===== src/rtl/merge_frame_sched_pkg.sv =====
// Shared types and constants for the frame scheduler in front of merge_cascade.
// Channel field layout must stay in step with the cascade.
package merge_frame_sched_pkg;

  typedef enum logic [1:0] {
    IDLE = 2'd0,
    XFER = 2'd1,
    PAD  = 2'd2
  } sched_state_t;

  // A triple carries its channel number in the top CH_SW bits.
  localparam int TRIPLE_DW = 32;
  localparam int CH_SW     = 8;

  // Pad frames carry an all-ones word.
  localparam logic PAD_FILL_BIT = 1'b1;

  function automatic int ch_lsb(input int dw, input int sw);
    return dw - sw;
  endfunction

endpackage


===== src/rtl/rr_arbiter_ns.sv =====
// Round-robin request picker: first requester at or after ptr, wrapping at NS.
// Purely combinational; no state, no backpressure.
module rr_arbiter_ns #(
  parameter int NS  = 4,
  parameter int NSW = 2
) (
  input  logic [NS-1:0]  req,
  input  logic [NSW-1:0] ptr,
  output logic [NS-1:0]  gnt,
  output logic [NSW-1:0] idx,
  output logic           any
);

  logic [NSW-1:0] cand;

  always_comb begin
    gnt  = '0;
    idx  = '0;
    any  = 1'b0;
    cand = ptr;
    for (int off = 0; off < NS; off++) begin
      if (!any && req[cand]) begin
        any       = 1'b1;
        idx       = cand;
        gnt[cand] = 1'b1;
      end
      // Explicit wrap so indices at or above NS are never visited.
      cand = (int'(cand) == NS - 1) ? '0 : cand + 1'b1;
    end
  end

endmodule


===== src/rtl/merge_frame_sched.sv =====
// Round-robin whole-frame scheduler feeding merge_cascade, padding partial groups on flush.
// Zero-latency pass-through in XFER, one bubble per grant; o_ready stalls the granted source.
module merge_frame_sched
  import merge_frame_sched_pkg::*;
#(
  parameter int             DW       = TRIPLE_DW,
  parameter int             SW       = CH_SW,
  parameter int             THW      = 6,
  parameter int             NS       = 4,
  parameter int             NSW      = 2,
  parameter logic [DW-1:0]  PAD_WORD = {DW{PAD_FILL_BIT}}
) (
  input  logic             clk,
  input  logic             reset,
  input  logic [NS-1:0]    s_valid,
  input  logic [NS-1:0]    s_last,
  input  logic [NS*DW-1:0] s_data,
  output logic [NS-1:0]    s_ready,
  input  logic             o_ready,
  output logic             o_valid,
  output logic             o_last,
  output logic [DW-1:0]    o_data,
  input  logic             flush,
  output logic [THW-1:0]   o_fidx,
  output logic [NSW-1:0]   o_src,
  output logic             o_pad,
  output logic             group_done,
  output logic             busy
);

  if (NS < 2 || NS > 16 || (1 << NSW) < NS || THW < 1 || ch_lsb(DW, SW) < 1) begin : g_param_check
    $error("merge_frame_sched: illegal parameter combination");
  end

  sched_state_t   state, state_nxt;
  logic [NSW-1:0] ptr, src;
  logic [NS-1:0]  src_oh;
  logic [THW-1:0] fcnt;
  logic           flush_pend;

  logic [NS-1:0]  arb_gnt;
  logic [NSW-1:0] arb_idx;
  logic           arb_any;
  logic           frame_done;
  logic           fcnt_max;

  rr_arbiter_ns #(.NS(NS), .NSW(NSW)) u_arb (
    .req (s_valid),
    .ptr (ptr),
    .gnt (arb_gnt),
    .idx (arb_idx),
    .any (arb_any)
  );

  assign fcnt_max   = &fcnt;
  assign frame_done = o_valid && o_ready && o_last;

  always_comb begin
    state_nxt = state;
    o_valid   = 1'b0;
    o_last    = 1'b0;
    o_data    = '0;
    s_ready   = '0;
    o_pad     = 1'b0;
    case (state)
      IDLE: begin
        // A pending flush outranks new grants so the open group is closed first.
        if (flush_pend) begin
          if (fcnt != '0) state_nxt = PAD;
        end else if (arb_any) begin
          state_nxt = XFER;
        end
      end
      XFER: begin
        o_valid = |(s_valid & src_oh);
        o_last  = |(s_last & src_oh);
        for (int k = 0; k < NS; k++) begin
          if (src_oh[k]) o_data = o_data | s_data[k*DW +: DW];
        end
        s_ready = o_ready ? src_oh : '0;
        if (o_valid && o_ready && o_last) state_nxt = IDLE;
      end
      PAD: begin
        o_valid = 1'b1;
        o_last  = 1'b1;
        o_data  = PAD_WORD;
        o_pad   = 1'b1;
        if (o_ready && fcnt_max) state_nxt = IDLE;
      end
      default: state_nxt = IDLE;
    endcase
  end

  always_ff @(posedge clk) begin
    if (reset) begin
      state      <= IDLE;
      ptr        <= '0;
      src        <= '0;
      src_oh     <= '0;
      fcnt       <= '0;
      flush_pend <= 1'b0;
      group_done <= 1'b0;
    end else begin
      state      <= state_nxt;
      group_done <= frame_done && fcnt_max;
      if (frame_done) fcnt <= fcnt + 1'b1;
      if (state == IDLE && !flush_pend && arb_any) begin
        src    <= arb_idx;
        src_oh <= arb_gnt;
      end
      if (state == XFER && frame_done) ptr <= (int'(src) == NS - 1) ? '0 : src + 1'b1;
      // A new flush request wins over clearing, so it is never dropped.
      if (flush) begin
        flush_pend <= 1'b1;
      end else if (state == IDLE && flush_pend && fcnt == '0) begin
        flush_pend <= 1'b0;
      end else if (state == PAD && frame_done && fcnt_max) begin
        flush_pend <= 1'b0;
      end
    end
  end

  assign o_fidx = fcnt;
  assign o_src  = src;
  assign busy   = (state != IDLE) || flush_pend;

endmodule


===== config.mk =====
export PLATFORM = sky130hd
export DESIGN_NAME = merge_frame_sched
export DESIGN_NICKNAME = d
export VERILOG_FILES = /design/src/rtl/merge_frame_sched_pkg.sv /design/src/rtl/rr_arbiter_ns.sv /design/src/rtl/merge_frame_sched.sv
export SDC_FILE = /design/constraint.sdc
export NUM_CORES = 1
export LEC_CHECK = 0
export CAP_MARGIN = 5
export CORE_ASPECT_RATIO = 1.2
export CORE_MARGIN = 2
export CORE_UTILIZATION = 35
export DETAILED_ROUTE_END_ITERATION = 10
export GPL_ROUTABILITY_DRIVEN = 0
export PLACE_DENSITY = 0.88
export SYNTH_ARGS = -nofsm -noshare
export SYNTH_HDL_FRONTEND = slang
export SYNTH_SLANG_ARGS = --single-unit

===== constraint.sdc =====
create_clock -name clk -period 3 [get_ports clk]
set_input_delay 0.6 -clock clk [delete_from_list [all_inputs] [get_ports clk]]
set_output_delay 0.6 -clock clk [all_outputs]
set_load 0.05 [all_outputs]

==> flow_summary.json <==
{
  "outcome": "finished clean",
  "die-area_sq_mm": 0.007965,
  "ir_drop_mv": 0.4020,
  "tns_ps": 0,
  "clock_sinks": 18,
  "hp-class": "reg -> reg",
  "numCtsBuffers": 3,
  "io-pin-count": 189,
  "intPower_mw": 1.286,
  "synth_top_area_frac": 0.2008,
  "max_stage_delay_ps": 520,
  "synth_seq_cells": 18,
  "drcViolationCount": 0,
  "start_kind": "register",
  "clockPowerShare": 0.076,
  "insertion_delay_ps": 250,
  "critical_path_buf_inv_count": 1,
  "antennaDiodeCount": 0,
  "critPathTopFamily": "multiplexers",
  "worstPathCellList": "inv_1, ha_1, mux2i_2, mux2i_2, nor4_4, a222oi_1, a311oi_1",
  "finalHoldViolCount": 0,
  "worstSetupPathType": "reg -> reg",
  "post-dp-hpwl_mm": 8.814,
  "finalCoreUtilization": 0.6857,
  "layout-drive-gt1-share": 0.1409,
  "critPathMaxFanout": 8,
  "rsz0062_at_grt": "false",
  "finalCriticalPeriod_ps": 2774,
  "cts_resized": 0,
  "synthesis.nets": 488,
  "synth-edff-count": 0,
  "yosys-top-cells-count": "68 x a22oi_1, 41 x a21oi_1, 34 x o21a_1",
  "p_leak_nw": 1.751,
  "combPwrFrac": 0.797,
  "swShare": 0.4968,
  "root_buffer": "clkbuf_8",
  "fillCellCount": 558,
  "synth_cells": 335,
  "die_w_um": 81.81,
  "area_growth_pct": 92.77,
  "fmax_mhz": 360.5,
  "synthMostInstantiatedCell": "a22oi_1",
  "hold_buffers": 0,
  "post_cts_buffers": 0,
  "synthesis.area_sq_mm": 0.002542,
  "ys_async_sr_fraction": 0,
  "start_util": 0.3557,
  "wl_per_cell_um": 19.08,
  "cp.arrival_ps": 2930,
  "multi_input_area_sq_mm": 0.001924,
  "cts_tree": "built",
  "finalSetupViolCount": 0,
  "period_share": 0.9247,
  "clockBufferDepth": 2,
  "via_count": 3575,
  "grt_start_max_net_pins": 35,
  "grt_pass1_wl_mm": 17.25,
  "fin_nets": 658,
  "drv_cap": 0,
  "num_rows": 34,
  "holdWs_ps": 530.5,
  "dieHeight_um": 97.37,
  "grt-ovfl-total": 0,
  "vias_per_cell": 6.019,
  "synth_cell_types": 61,
  "drv_slew": 0,
  "cp-end-kind": "register",
  "antenna_found_initial": 2,
  "port_buffers": 188,
  "core_area_sq_mm": 0.007147,
  "p_total_mw": 2.556,
  "first_iter_violations": 249,
  "cpMaxStageDelayCell": "ha_1",
  "pwr-share-seq": 0.126,
  "max-slew-margin-rel": 0.5508,
  "cp.required_ps": 3160,
  "synth_seq_area_share": 0.1417,
  "crit_top_cell": "mux2i_2",
  "seq_area_sq_um": 360.3,
  "cts.reportedPaths.clkPinSlew_ps": 70,
  "net-switching-power_mw": 1.270,
  "synth_flop_cell": "dfxtp_1",
  "ant_nets": 0,
  "first_global_vias": 3429,
  "syn_avg_cell_area_sq_um": 7.589,
  "synth_area_leaders": "a22oi_1 20%, dfxtp_1 14%, o21a_1 10%, a21oi_1 8.1%, ha_1 6.4%",
  "tightest_slew_ps": 673.0,
  "dr.pass1.iters": 5,
  "yosys_warnings": 0,
  "totalWireLength_mm": 11.34,
  "skew_ps": 3.097,
  "synth.largest_area_cell": "a22oi_1",
  "htreeDepth": 1,
  "powerDensity_mw_per_mm2": 521.5,
  "grt_usage": 0.2693
}
-- final timing paths --
path | from | slack, ps | endpoint | cells past startpoint
min reg2reg | flush_pend | 530 | state[1] | 2
max reg2reg | ptr[1] | 230 | src_oh[3] | 7
max | ptr[1] | 230 | src_oh[3] | 7
min | flush_pend | 530 | state[1] | 2
-- area by class of cell --
type | instances | area share
Timing Repair Buffer | 204 | 0.4881
Multi-Input combinational cell | 263 | 0.3926
Sequential cell | 18 | 0.07353
Tap cell | 90 | 0.02298
Inverter | 15 | 0.01149
Clock buffer | 4 | 0.01123
-- through the flow --
step,cells,instance area (sq um),setup WS (ps)
2_1_floorplan,335,2542,426.9
3_3_place_gp,590,4846,263.7
3_5_place_dp,590,4846,173.3
4_1_cts,594,4901,315.1
5_1_grt,594,4901,58.61
6_report,594,4901,226.0
-- placed cells by master, fill, tap and decap left out, drive strengths merged, types with 9 or more instances in the layout --
master,count
nor2,13
dfxtp,18
buf,55
inv,14
a21oi,41
clkdlybuf4s50,149
ha,13
o21a,34
o21ai,9
a22oi,68
nand2,11
-- flip-flops by register name, summed over array words and instances (netlist names) --
| signal | flops |
|---|---|
| src_oh | 4 |
| flush_pend | 1 |
| ptr | 2 |
| o_fidx | 6 |
| group_done | 1 |
| o_src | 2 |
| state | 2 |
-- cell families (layout without fill, tap and decap cells) --
group / count (synthesis) / count (layout) / share of synthesized area
simple gates: 56 / 56 / 0.1280
mux: 9 / 9 / 0.04380
compound gates: 183 / 183 / 0.5143
buf+inv: 54 / 223 / 0.1014
fa+ha+maj: 13 / 13 / 0.06398
flops: 18 / 18 / 0.1417
xor+xnor: 2 / 2 / 0.006891
-- power by group through the flow --
stage | registers, mW | logic, mW | clock network [mW]
after global routing | 0.327 | 2.16 | 0.205
after global placement | 0.324 | 2.00 | 0
after CTS | 0.321 | 2.04 | 0.196
after detailed placement | 0.327 | 2.04 | 0
final | 0.323 | 2.04 | 0.195
after floorplan | 0.313 | 1.18 | 0
-- tightest hold or removal path, stage by stage, from the launching register on --
cell      delay [ps]
dfxtp_1          330
nand3b_1          80
o32ai_1           70
-- layer usage --
metal | wire, um | GRT usage
met2 | 5751 | 0.4665
met5 | 33 | 0
met4 | 354 | 0.08077
met1 | 3975 | 0.3131
met3 | 1220 | 0.07714
Note: power is estimated with default switching activity, not from simulation.
